[config.mk]
export PLATFORM = sky130hd
export DESIGN_NAME = vmem_fetch_responder
export DESIGN_NICKNAME = d
export VERILOG_FILES = /design/src/rtl/vmem_pkg.sv /design/src/rtl/vmem_line_buffer.sv /design/src/rtl/vmem_fetch_responder.sv
export SDC_FILE = /design/constraint.sdc
export NUM_CORES = 1
export LEC_CHECK = 0
export CELL_PAD_IN_SITES_DETAIL_PLACEMENT = 0
export CELL_PAD_IN_SITES_GLOBAL_PLACEMENT = 2
export CORE_UTILIZATION = 31
export CTS_CLUSTER_DIAMETER = 40
export DETAILED_ROUTE_END_ITERATION = 16
export MAX_ROUTING_LAYER = met4
export PLACE_DENSITY = 0.76
export SLEW_MARGIN = 0
export SYNTH_ARGS = -nofsm -noshare
export SYNTH_HDL_FRONTEND = slang
export SYNTH_SLANG_ARGS = --single-unit
export TNS_END_PERCENT = 100
[constraint.sdc]
create_clock -name clk -period 2.2 [get_ports clk]
set_input_delay 0.66 -clock clk [delete_from_list [all_inputs] [get_ports clk]]
set_output_delay 0.66 -clock clk [all_outputs]
set_load 0.01 [all_outputs]
[src/rtl/vmem_pkg.sv]
// Shared definitions for the video display-control fetch bus: widths,
// responder state encoding and address field extraction helpers.
package vmem_pkg;

  localparam int FETCH_DATA_W     = 16;
  localparam int FETCH_ADDR_MAX_W = 32;

  typedef enum logic [1:0] {
    VMEM_IDLE = 2'd0,
    VMEM_REQ  = 2'd1,
    VMEM_FILL = 2'd2,
    VMEM_RESP = 2'd3
  } vmem_state_e;

  // Word index inside a line: byte address bits [wb:1].
  function automatic logic [FETCH_ADDR_MAX_W-1:0] vmem_word_idx(
    input logic [FETCH_ADDR_MAX_W-1:0] addr,
    input int                          wb
  );
    return (addr >> 1) & ((32'd1 << wb) - 32'd1);
  endfunction

  // Line tag: byte address bits above the line offset.
  function automatic logic [FETCH_ADDR_MAX_W-1:0] vmem_line_tag(
    input logic [FETCH_ADDR_MAX_W-1:0] addr,
    input int                          wb
  );
    return addr >> (wb + 1);
  endfunction

  // Line-aligned byte address: bits [wb:0] cleared.
  function automatic logic [FETCH_ADDR_MAX_W-1:0] vmem_line_base(
    input logic [FETCH_ADDR_MAX_W-1:0] addr,
    input int                          wb
  );
    return addr & ~((32'd1 << (wb + 1)) - 32'd1);
  endfunction

endpackage

[src/rtl/vmem_line_buffer.sv]
// One-line read buffer: LINE_WORDS x 16-bit registers, written one burst
// beat at a time, read combinationally by word index.
module vmem_line_buffer
  import vmem_pkg::*;
#(
  parameter  int LINE_WORDS = 4,
  localparam int IDX_W      = $clog2(LINE_WORDS)
) (
  input  logic                    clk,
  input  logic                    we,
  input  logic [IDX_W-1:0]        waddr,
  input  logic [FETCH_DATA_W-1:0] wdata,
  input  logic [IDX_W-1:0]        raddr,
  output logic [FETCH_DATA_W-1:0] rdata
);

  logic [FETCH_DATA_W-1:0] line_q [LINE_WORDS];

  // Capture a burst beat into its slot; contents are qualified by the
  // responder's valid flag, so no reset is needed here.
  always_ff @(posedge clk) begin
    if (we) begin
      line_q[waddr] <= wdata;
    end
  end

  assign rdata = line_q[raddr];

endmodule

[src/rtl/vmem_fetch_responder.sv]
// Fetch-bus responder for the display-control sequencer. Serves word reads
// from a one-line buffer and refills it with fixed-length bursts from the
// system RAM arbiter on a miss.
module vmem_fetch_responder
  import vmem_pkg::*;
#(
  parameter int ADDR_W     = 22,
  parameter int LINE_WORDS = 4
) (
  input  logic              clk,
  input  logic              reset,
  input  logic [ADDR_W-1:0] address,
  input  logic              as,
  output logic [15:0]       dout,
  output logic              bus_ack,
  output logic              mem_req,
  output logic [ADDR_W-1:0] mem_addr,
  input  logic              mem_ready,
  input  logic              mem_rvalid,
  input  logic [15:0]       mem_rdata,
  input  logic              inv_valid,
  input  logic [ADDR_W-1:0] inv_addr
);

  localparam int WB    = $clog2(LINE_WORDS);
  localparam int TAG_W = ADDR_W - WB - 1;

  localparam logic [1:0] ST_IDLE = 2'(VMEM_IDLE);
  localparam logic [1:0] ST_REQ  = 2'(VMEM_REQ);
  localparam logic [1:0] ST_FILL = 2'(VMEM_FILL);
  localparam logic [1:0] ST_RESP = 2'(VMEM_RESP);

  logic [1:0]       state;
  logic             valid;
  logic [TAG_W-1:0] tag;
  logic [TAG_W-1:0] req_tag;
  logic [WB-1:0]    req_word;
  logic             poison;
  logic [WB-1:0]    beat;

  logic [TAG_W-1:0] cur_tag;
  logic [WB-1:0]    cur_word;
  logic [TAG_W-1:0] inv_tag;
  logic [ADDR_W-1:0] cur_base;
  logic [WB-1:0]    rd_idx;
  logic [15:0]      rd_data;
  logic             pending;
  logic             tag_hit;
  logic             inv_line;
  logic             inv_fill;
  logic             last_beat;

  assign cur_tag  = TAG_W'(vmem_line_tag(32'(address), WB));
  assign cur_word = WB'(vmem_word_idx(32'(address), WB));
  assign cur_base = ADDR_W'(vmem_line_base(32'(address), WB));
  assign inv_tag  = TAG_W'(vmem_line_tag(32'(inv_addr), WB));

  // The master moves to its next address on the ack edge, so the ack cycle
  // itself never counts as a new request.
  assign pending   = as && !bus_ack;
  assign tag_hit   = valid && (cur_tag == tag);
  assign inv_line  = inv_valid && valid && (inv_tag == tag);
  assign inv_fill  = inv_valid && (inv_tag == req_tag);
  assign last_beat = (beat == WB'(LINE_WORDS - 1));

  // In RESP the buffer is read at the latched word; otherwise at the live one.
  assign rd_idx = (state == ST_RESP) ? req_word : cur_word;

  vmem_line_buffer #(
    .LINE_WORDS(LINE_WORDS)
  ) u_line (
    .clk  (clk),
    .we   ((state == ST_FILL) && mem_rvalid),
    .waddr(beat),
    .wdata(mem_rdata),
    .raddr(rd_idx),
    .rdata(rd_data)
  );

  // Responder FSM: hit service, burst request, line fill and post-fill ack.
  always_ff @(posedge clk) begin
    if (reset) begin
      state    <= ST_IDLE;
      valid    <= 1'b0;
      tag      <= '0;
      req_tag  <= '0;
      req_word <= '0;
      poison   <= 1'b0;
      beat     <= '0;
      bus_ack  <= 1'b0;
      dout     <= '0;
      mem_req  <= 1'b0;
      mem_addr <= '0;
    end else begin
      bus_ack <= 1'b0;
      if (inv_line) begin
        valid <= 1'b0;
      end
      case (state)
        ST_IDLE: begin
          if (pending) begin
            if (tag_hit) begin
              // A same-cycle write to this line wins; the read retries as a miss.
              if (!inv_line) begin
                bus_ack <= 1'b1;
                dout    <= rd_data;
              end
            end else begin
              req_tag  <= cur_tag;
              req_word <= cur_word;
              valid    <= 1'b0;
              mem_addr <= cur_base;
              mem_req  <= 1'b1;
              state    <= ST_REQ;
            end
          end
        end
        ST_REQ: begin
          if (inv_fill) begin
            poison <= 1'b1;
          end
          if (mem_ready) begin
            mem_req <= 1'b0;
            beat    <= '0;
            state   <= ST_FILL;
          end
        end
        ST_FILL: begin
          if (inv_fill) begin
            poison <= 1'b1;
          end
          if (mem_rvalid) begin
            beat <= beat + 1'b1;
            if (last_beat) begin
              // A write seen during the burst leaves the line unusable for
              // later reads, but the pending read is still answered from it.
              valid <= !(poison || inv_fill);
              tag   <= req_tag;
              state <= ST_RESP;
            end
          end
        end
        ST_RESP: begin
          if (as && (cur_tag == req_tag) && (cur_word == req_word)) begin
            bus_ack <= 1'b1;
            dout    <= rd_data;
          end
          poison <= 1'b0;
          state  <= ST_IDLE;
        end
        default: begin
          state <= ST_IDLE;
        end
      endcase
    end
  end

endmodule

## Word level (Yosys, flattened, before mapping)

Memories as Yosys holds them, arrays and structs flattened.
Index checks and enable logic that the tools add are counted.

- Memory bits (writable): 64
- Flip-flop bits (word level): 64
- Logic and storage cells: 89
- Memories kept: 1

- Mux-type cells: 34
- Bitwise operators: 1
- Equality and inequality tests: 18
- Reductions and logical operators: 24
- Add/sub/neg operators: 1

Memories:

| name | depth | bits a word | read ports | clocked after memory_dff | write ports | line | source |
|---|---|---|---|---|---|---|---|
| u_line.line_q | 4 | 16 | 1 | 0 | 1 | vmem_line_buffer.sv:17 | `logic [FETCH_DATA_W-1:0] line_q [LINE_WORDS];` |

Operators with widths:

| kind | number |
|---|---|
| $eq A19 B19 Y1 | 4 |
| $mux W16 | 4 |
| $pmux W16 S2 | 1 |
| $mux W2 | 8 |
| $mux W1 | 15 |
| $ne A2 B2 Y1 const B | 7 |
| $reduce_and A5 Y1 | 2 |
| $reduce_and A3 Y1 | 3 |
| $logic_and A1 B1 Y1 | 8 |
| $pmux W1 S2 | 4 |
| $pmux W2 S4 | 1 |
| $reduce_bool A2 Y1 | 4 |
| $eq A2 B2 Y1 const B | 3 |
| $ne A2 B1 Y1 const B | 2 |
| $pmux W2 S2 | 1 |
| $reduce_and A4 Y1 | 1 |
| $add A2 B1 Y2 const B | 1 |
| $eq A2 B1 Y1 const B | 1 |
| $eq A2 B2 Y1 | 1 |
| $logic_not A1 Y1 | 2 |
| $logic_not A2 Y1 | 1 |
| $reduce_and A2 Y1 | 1 |
| $reduce_or A2 Y1 | 1 |
| $logic_or A1 B1 Y1 | 1 |
| $not A1 Y1 | 1 |

## Longest topological paths before layout

Gate-level depths: netlist (run 1).

- Depth after elaboration: 7
- Gate-level depth with buffers: 8
- Depth with buffers taken out: 7

## Modules after synthesis

A second synthesis (run 1) with hierarchy kept.

- Cell total of the unflattened synthesis: 482
- Area total of the unflattened synthesis: 5836.8 um2

Modules (own cells, without submodules):

| module | area an instance (um2) | instances | cells an instance |
|---|---|---|---|
| vmem_fetch_responder | 3459.6 | 1 | 394 |
| vmem_line_buffer | 2377.3 | 1 | 88 |

## Worst setup path after synthesis (run 1)

OpenSTA, ideal clock, no wires.

- Kind: input port to flip-flop
- From: in inv_addr[10]
- To: reg dout[10]
- Stages: 8
- Path slack: 0 ps
- Path buffers: 2
- Arrival: 2129 ps
- Library setup time: 72 ps
- Required time: 2128 ps
- Cells stage by stage: xnor2_1 nand3_1 or4_1 o211ai_2 a221o_1 buf_6 buf_12 mux2i_1

- Cells in the longest elaborated chain, start to end: 4

Ends and longest elaborated chain:

| element | line | source |
|---|---|---|
| start: declaration | vmem_fetch_responder.sv:22 | `input logic [ADDR_W-1:0] inv_addr` |
| $eq A19 B19 Y1 | vmem_fetch_responder.sv:62 | `assign inv_line = inv_valid && valid && (inv_tag == tag);` |
| $logic_and A1 B1 Y1 | vmem_fetch_responder.sv:62 |  |
| $ne A2 B2 Y1 (no line) | -- |  |
| $reduce_and A5 Y1 (no line) | -- |  |
| end signal: assignment | vmem_fetch_responder.sv:106 | `dout <= rd_data;` |
| end signal: assignment | vmem_fetch_responder.sv:146 | `dout <= rd_data;` |
| end: declaration | vmem_fetch_responder.sv:14 | `output logic [15:0] dout,` |

Every way passes these cells.
A chain may end at the register's enable or synchronous reset.

## Worst setup path after layout (run 1)

- From: in inv_addr[20]
- To: reg dout[15]

The elaborated chain is that of the path after synthesis.

==> impl_metrics.ini, run 1 <==
[setup_path]
r2r-start = req_tag[6]
cp_num_buf_inv = 2
critPathTopFamily = simple AND/OR/NAND/NOR gates
arrival_ns = 2.49
worst_ep_required_time_ns = 2.54
cpPeakStageDelay_ns = 0.59
critical_path_class = input pin to flip-flop
rr_worst_depth = 11
regToRegEndpoint = bus_ack
crit_slowest_cell = or4_4
cp_max_fo = 8
critPathLaunchType = input pin
cp-end-kind = flip-flop
regToRegSetupSlack_ns = 0.08
crit_chain = clkdlybuf4s15_1 -> xor2_2 -> or4_4 -> o211ai_4 -> a221o_2 -> buf_8 -> mux2i_1

[grt]
antenna_found_initial = 0
grt.total_usage_pct = 17.01
grt_pass1_wl_um = 24140
overflow = 0
grt_pass1_vias = 4373
met1_usage_pct = 20.91
grtUsageMet2_pct = 27.84
busiest_layer = met2
grt_use_met3_pct = 3.521
grt_max_degree = 25

[routing]
dr.pass1.iters = 4
wl_um = 15590
routed-via-count = 4228
routedWlPerCell_um = 17.30
drtIter0Drc = 207
vias_per_cell = 4.693
postRouteAntennaNets = 0
drc = 0

[yosys]
netlist_instances = 492
netlist.area_leader.share_pct = 32.54
synthTopCellsByArea = edfxtp_1 (33%), dfxtp_1 (22%), xnor2_1 (7.1%)
synth_top_cell_by_area = edfxtp_1
synth-seq-area-share_pct = 54.23
yosysUniqueCellTypes = 39
synthArstFlopShare_pct = 0
syn_avg_cell_area_um2 = 12.01
synth_edf_count = 64
syn_area_um2 = 5907
synth_warnings = 0
synth_flop_cell = edfxtp_1
synth_seq_cells = 128

[job]
maxCapViolCount = 0

[timing]
finClkSkew_ns = 0.008993
period_share_pct = 97.93
finalMaxSlewViolations = 0
max_freq_ghz = 0.4641
timing.final.crit_period_ns = 2.155
timing.final.hold_violations = 0
finalSetupTns_ns = 0
setup_viol = 0

[clock_tree]
cts_buffers = 17
cts.path.max_buffers = 2
clock-sinks = 128
clk_latency_ns = 0.42
postCtsHoldBufs = 0
clk_pin_slew_ns = 0.06
htree_levels = 4
cts_tree = done
cts-root-buf = clkbuf_16

[final_layout]
multi_input_area_um2 = 2853
fillers = 1717
nets = 728
area_growth_pct = 43.25
diodes = 0
design_area_um2 = 8462
register_area_um2 = 3214
drive_above_1_share_pct = 28.94

[placed_design]
place.detailed.hpwl_um = 10970
io_buffer_count = 98
place_congestion = 0.8519
dpl_cell_area_um2 = 7620

[power_and_ir_drop]
p_per_area_nw_per_um2 = 923.0
p_sw_share_pct = 28.86
p_comb_share_pct = 27.1
p_seq_share_pct = 37.3
ir_worst_vdd_mv = 0.5089
leakagePower_uw = 0.003217
internal_power_uw = 5557
switchingPower_uw = 2254
power.share.clock_pct = 35.7

[die]
start_util_pct = 31.58
ios = 106
dieWidth_um = 140.0
die_h_um = 140.0
core_um2 = 18710
std_cell_rows = 50
die_area_um2 = 19610

[worst_hold_path]
min_delay_path_depth = 2
worstHoldStart = dout[11]
whs_endpoint = dout[11]
hp-class = flip-flop to flip-flop

[run_status]
outcome = completed
## cell usage after synthesis (all sizes together) (2+ instances only)
library cell	instances
and3	4
mux4	16
inv	8
nor3	3
buf	10
nor2b	3
edfxtp	64
xnor2	48
ha	8
dfxtp	64
nor2	24
nand3	8
nand4	13
or4	2
nand2	41
nand2b	37
o21a	2
clkbuf	15
mux2i	40
a31oi	2
nor4	8
xor2	30
a21oi	25
o21ai	8
## cells in the final DEF, fill, tap and decap left out, types with 3 or more instances in the layout
cell type        synthesis  final
dfxtp_2                  0      9
edfxtp_1                64     64
mux4_2                  16     16
clkdlybuf4s50_1          0     56
nor4_2                   0      3
inv_6                    0      6
buf_12                   1      9
xnor2_1                 48     29
o21ai_0                  8      8
xor2_2                   0      7
conb_1                   1      3
buf_4                    4     58
clkbuf_16                0     17
mux2i_1                 39     38
clkdlybuf4s15_1          0      4
nand4_1                 13     13
nand2_1                 41     41
clkdlybuf4s15_2          0      3
clkbuf_2                 0      8
clkinvlp_4               0      3
nand3_1                  8      7
inv_1                    8      8
xnor2_2                  0     19
a21oi_1                 25     24
dfxtp_1                 64     55
nor4_1                   8      3
nor2_1                  24     23
and3_1                   4      4
nand2b_1                37     37
xor2_1                  30     23
buf_2                    2     16
nor2b_1                  3      3
ha_1                     8      8
dlygate4sd2_1            0      9
## cells by family (layout without fill, tap and decap cells)
family | after synthesis | after routing | synth area share (%)
muxes | 56 | 56 | 12.94
xor gates and xnor gates | 78 | 78 | 11.57
DFF | 128 | 128 | 54.23
adders and majority gates | 8 | 8 | 1.695
buffers and inverters | 33 | 206 | 2.796
and+or+nand+nor | 145 | 145 | 12.52
other | 1 | 3 | 0.06348
AOI/OAI and AO/OA | 43 | 43 | 4.194
## stage by stage
step / setup slack (ns) / total power, uW / instances / hold slack, ns / utilization [%]
2_1_floorplan: 0.02098 / 4072 / 494 / 0.4440 / -
3_3_place_gp: -0.8250 / 4954 / 860 / 0.4606 / 40.74
3_5_place_dp: -0.8172 / 4984 / 860 / 0.4665 / 40.74
4_1_cts: 0.001166 / 7955 / 901 / 0.4763 / 45.05
5_1_grt: -0.007833 / 8162 / 901 / 0.4981 / 45.24
6_report: 0.04549 / 7811 / 901 / 0.4726 / 45.24
## worst max-delay path by stage
stage               cells past startpoint       end          from  slack [ns]
floorplan                               6  dout[10]      state[0]        0.02
global placement                        8  dout[15]   address[21]       -0.83
detailed placement                      9   dout[3]  inv_addr[13]       -0.82
CTS                                     8   dout[3]    address[1]       0.001
global route                            9  dout[12]  inv_addr[15]      -0.008
finish                                  7  dout[15]  inv_addr[20]        0.05
## sequential cells by signal, indices dropped and copies added (netlist names)
name	cells
u_line.line_q	64
req_tag	19
tag	19
dout	16
beat	2
req_word	2
state	2
bus_ack	1
mem_req	1
poison	1
valid	1
## timing repair
action | in CTS | in global routing
setup endpoints to repair | 20 | 20
cloned | 1 | 0
pin swaps | 40 | 32
resized for setup | 121 | 45
hold endpoints to repair | 0 | 0
setup buffers | 8 | 2
## layout make-up
cell class	count	share of cell area, %
Clock buffer	18	5.072
Clock inverter	14	1.819
Inverter	8	0.3549
Multi-Input combinational cell	333	33.71
Sequential cell	128	37.99
Tap cell	234	3.460
Timing Repair Buffer	166	17.60
## routing by layer
metal  vias up  part of all wire [%]  wire, um
met5         -                     0         0
met4         0                   1.4       221
met3        17                   3.9       606
met2       112                    49      7681
met1      2046                    45      7076
li1       2053                     -         -
## tightest hold or removal path, delay by kind of cell, from the launching register on
| family | cells | cell delay, ns |
|---|---|---|
| flip-flops | 1 | 0.30 |
| AND/OR/NAND/NOR | 1 | 0.06 |
| multiplexers | 1 | 0.06 |
## power by group through the flow
stage / logic, uW / registers [uW] / clock network [uW]
2_1_floorplan: 1050 / 3020 / 0
3_3_place_gp: 2020 / 2940 / 0
3_5_place_dp: 2030 / 2950 / 0
4_1_cts: 2210 / 2910 / 2830
5_1_grt: 2280 / 2940 / 2940
6_report: 2110 / 2910 / 2790
(Power assumes the default switching activity.)
==> inputs of run 2 (changes only) <==
- CORE_MARGIN: unset -> 2
==> impl_metrics.ini, run 2 (same netlist as run 1, synthesis figures left out) <==
[final_layout]
fillers = 1731
area_growth_pct = 40.18
top_register = u_line.line_q
register_area_um2 = 3218
final_cell_mix = edfxtp_1 (64), clkdlybuf4s50_1 (55), dfxtp_1 (52), buf_4 (42), nand2_1 (41)
final_common_cell = edfxtp_1
nets = 712
drive_above_1_share_pct = 25.35
largest_reg_flops = 64
multi_input_area_um2 = 2756
top_regs = u_line.line_q x64, req_tag x19, tag x19
finalNonFillerCells = 886

[die]
std_cell_rows = 50
ios = 106
core_um2 = 18710
dieWidth_um = 142.0
die_area_um2 = 20180
die_h_um = 142.0
start_util_pct = 31.58

[timing]
finalMaxSlewViolations = 0
timing.final.crit_period_ns = 2.160
period_share_pct = 98.19
timing.final.hold_violations = 0
max_freq_ghz = 0.4629
setup_viol = 0
finClkSkew_ns = 0.01102
rsz0062_at_grt = false

[power_and_ir_drop]
total_power_uw = 7597
leakagePower_uw = 0.003157
ir_worst_vdd_mv = 0.5354
p_per_area_nw_per_um2 = 917.5

[grt]
overflow = 0
grt_pass1_wl_um = 24060
grt.total_usage_pct = 16.44
grt_max_degree = 49
grt_pass1_vias = 4387
antenna_found_initial = 1

[routing]
wl_met3_um = 603
drt-met1-wl_um = 6936
dr.pass1.iters = 4
routed-via-count = 4170
postRouteAntennaNets = 0
drc = 0
drtIter0Drc = 324
met2_length_um = 7586
wl_um = 15390
vias_per_cell = 4.707
highest_layer = met4
routedWlPerCell_um = 17.37

[clock_tree]
clk_latency_ns = 0.43
clock-sinks = 128
cts_buffers = 17
htree_levels = 4
cts.path.max_buffers = 2
clk_pin_slew_ns = 0.06
cts-root-buf = clkbuf_16
cts_tree = done

[setup_path]
cp_max_fo = 4
worst_ep_required_time_ns = 1.54
critical_path_class = flip-flop to output port
regToRegEndpoint = dout[3]
critPathLaunchType = flip-flop
regToRegSetupSlack_ns = 0.12
startpoint = req_tag[15]
crit_end = mem_addr[18]
arrival_ns = 1.50
cp-end-kind = output port
rr_worst_depth = 7
r2r-start = tag[15]

[placed_design]
place_congestion = 0.8194
io_buffer_count = 98
dp_cells = 850
place.detailed.hpwl_um = 11010

[worst_hold_path]
hp-class = flip-flop to flip-flop

[run_status]
outcome = completed

[job]
maxCapViolCount = 0
==> run 2: layout make-up <==
type,count,area share [%]
Timing Repair Buffer,150,17.27
Clock inverter,15,1.511
Tap cell,234,3.536
Sequential cell,128,38.86
Clock buffer,17,5.138
Antenna cell,1,0.03022
Multi-Input combinational cell,333,33.29
Inverter,8,0.3626
==> run 2: layer usage <==
metal  global-route usage (%)  up-vias
met5                        -        -
li1                         -     2025
met4                    5.684        0
met2                    26.52      100
met3                    3.869       17
met1                    20.33     2028
==> run 2: critical path, stage by stage (launching register included) <==
cell	delay (ns)
dfxtp_1	0.38
buf_4	0.16
clkdlybuf4s50_1	0.54
==> run 2: how the worst min path moves through the flow <==
stage	from	to	slack [ns]	cells after the start
floorplan	poison	poison	0.44	2
global placement	dout[5]	dout[5]	0.46	2
detailed placement	dout[1]	dout[1]	0.47	2
CTS	dout[7]	dout[7]	0.48	2
global route	poison	poison	0.49	2
finish	dout[7]	dout[7]	0.47	2
==> run 2: timing repair <==
action,in CTS,in global routing
setup endpoints to repair,19,21
pin swaps,41,22
resized for setup,98,37
cloned,1,0
buffers inserted,4,0
hold buffers,0,0
==> run 2: where the power goes <==
part / internal, uW / switching (uW) / total (uW)
Sequential: 2740 / 184 / 2930
Combinational: 1110 / 956 / 2070
Clock: 1470 / 1130 / 2600
Total: 5320 / 2270 / 7600
==> run 2: through the flow <==
stage / hold slack (ns) / utilization (%) / cell area (um^2) / worst slack (ns) / setup TNS [ns]
floorplan: 0.4440 / - / 5914 / 0.02098 / 0
global placement: 0.4607 / 40.33 / 7545 / -0.7619 / -23.43
detailed placement: 0.4660 / 40.33 / 7545 / -0.7580 / -23.33
CTS: 0.4762 / 44.38 / 8302 / -0.0003584 / -0.0003584
global route: 0.4909 / 44.27 / 8280 / 0.0005262 / 0
finish: 0.4701 / 44.27 / 8280 / 0.03974 / 0
==> inputs of run 3 (changes only) <==
- CORE_UTILIZATION: 31 -> 38
- PLACE_DENSITY: 0.76 -> 0.87
- clock period: 2.2 -> 2.7 ns (I/O delays scaled with it)
==> impl_metrics.ini, run 3 (same netlist as run 1, synthesis figures left out) <==
[run_status]
outcome = completed

[grt]
grt_pass1_vias = 4227
grt.total_usage_pct = 18.59
grt_max_degree = 29
antenna_found_initial = 0
busiest_layer = met2
overflow = 0
grtUsageMet2_pct = 30.22
grt_use_met3_pct = 4.906
met1_usage_pct = 23.01
grt_pass1_wl_um = 22460

[placed_design]
io_buffer_count = 98
preCtsSetupSlack_ns = -0.3594
dp_cells = 800
place_congestion = 0.8224
place.detailed.hpwl_um = 10210

[timing]
finalWorstSetupSlack_ns = 0.1078
setup_viol = 0
max_freq_ghz = 0.3858
finalSetupTns_ns = 0
rsz0062_at_grt = false
timing.final.hold_violations = 0
period_share_pct = 96.01
timing.final.crit_period_ns = 2.592
finClkSkew_ns = 0.008691
finalMaxSlewViolations = 0

[power_and_ir_drop]
p_comb_share_pct = 25.6
internal_power_uw = 4271
ir_worst_vdd_mv = 0.4844
total_power_uw = 6048
p_per_area_nw_per_um2 = 758.6
leakagePower_uw = 0.002930
p_sw_share_pct = 29.38
power.share.clock_pct = 34.9
p_seq_share_pct = 39.6
switchingPower_uw = 1777

[final_layout]
area_growth_pct = 34.97
drive_above_1_share_pct = 15.50
fillers = 1310
largest_reg_flops = 64
top_register = u_line.line_q
finalNonFillerCells = 833
final_common_cell = clkdlybuf4s50_1
top_regs = u_line.line_q x64, req_tag x19, tag x19
diodes = 0
final_cell_mix = clkdlybuf4s50_1 (97), dfxtp_1 (64), edfxtp_1 (64), xnor2_1 (48)
nets = 706
final_util_pct = 52.44

[routing]
routedWlPerCell_um = 17.05
drtIter0Drc = 229
routed-via-count = 4160
vias_per_cell = 4.994
wl_um = 14210
postRouteAntennaNets = 0
drc = 0
dr.pass1.iters = 4

[setup_path]
cpPeakStageDelay_ns = 0.44
crit_slowest_cell = clkdlybuf4s50_1
critPathLaunchType = input pin
worst_ep_required_time_ns = 3.00
critical_path_class = input pin to flip-flop
critPathTopFamily = simple AND/OR/NAND/NOR gates
cp_num_buf_inv = 2
crit_chain = clkdlybuf4s50_1 -> xnor2_1 -> nand4_1 -> nor4_2 -> nand3_1 -> a221o_1 -> buf_12 -> mux2i_1
cp-end-kind = flip-flop
cp_max_fo = 16
arrival_ns = 2.89

[clock_tree]
cts-root-buf = clkbuf_16
clock-sinks = 128
postCtsHoldBufs = 0
clk_pin_slew_ns = 0.06
cts.path.max_buffers = 2
cts_tree = done
cts_buffers = 17
htree_levels = 4
clk_latency_ns = 0.42

[die]
std_cell_rows = 45
dieWidth_um = 128.7
ios = 106
die_area_um2 = 16560
die_h_um = 128.7
core_um2 = 15200
start_util_pct = 38.86

[job]
maxCapViolCount = 0

[worst_hold_path]
hp-class = flip-flop to flip-flop
==> run 3: final timing paths <==
kind	from	depth (start not counted)	slack (ns)	end
setup / recovery	address[6]	8	0.11	dout[11]
setup reg to reg	req_tag[15]	7	0.55	dout[11]
hold / removal	dout[8]	2	0.47	dout[8]
hold reg to reg	dout[8]	2	0.47	dout[8]
==> run 3: metrics by stage <==
step / hold slack (ns) / cell area, um^2
floorplan: 0.4440 / 5914
global placement: 0.4532 / 7407
detailed placement: 0.4656 / 7407
CTS: 0.4762 / 7959
global route: 0.4955 / 7973
finish: 0.4716 / 7973
==> run 3: layout make-up <==
class | count | area (um^2) | share of cell area (%)
multi-input combinational | 333 | 2569 | 32.22
clock inverter | 15 | 126.4 | 1.585
clock buffer | 17 | 425.4 | 5.336
timing repair buffer | 144 | 1384 | 17.36
inverter | 8 | 30.03 | 0.3766
tap | 188 | 235.2 | 2.950
sequential | 128 | 3203 | 40.18
==> run 3: worst register-to-register path, cell delays in order (launching register included) <==
cell and delay [ns]:
dfxtp_1 0.44, xnor2_1 0.17, nand4_1 0.19, nor4_2 0.37, nand3_1 0.15, a221o_1 0.38, buf_12 0.17, mux2i_1 0.14
==> run 3: what timing repair did <==
action	CTS	global route
setup endpoints to repair	0	16
gates resized for setup	0	1
setup buffers	0	1
==> run 3: routing by layer <==
layer,wire (um),up-vias
met5,0,-
met4,131,0
met3,756,17
met2,6999,133
met1,6318,1991
li1,-,2019
==> run 3: power by group through the flow <==
stage,clock network [uW],registers [uW],logic [uW]
6_report,2110,2390,1550
5_1_grt,2250,2420,1670
4_1_cts,2160,2400,1560
3_5_place_dp,0,2440,1550
3_3_place_gp,0,2420,1540
2_1_floorplan,0,2460,857
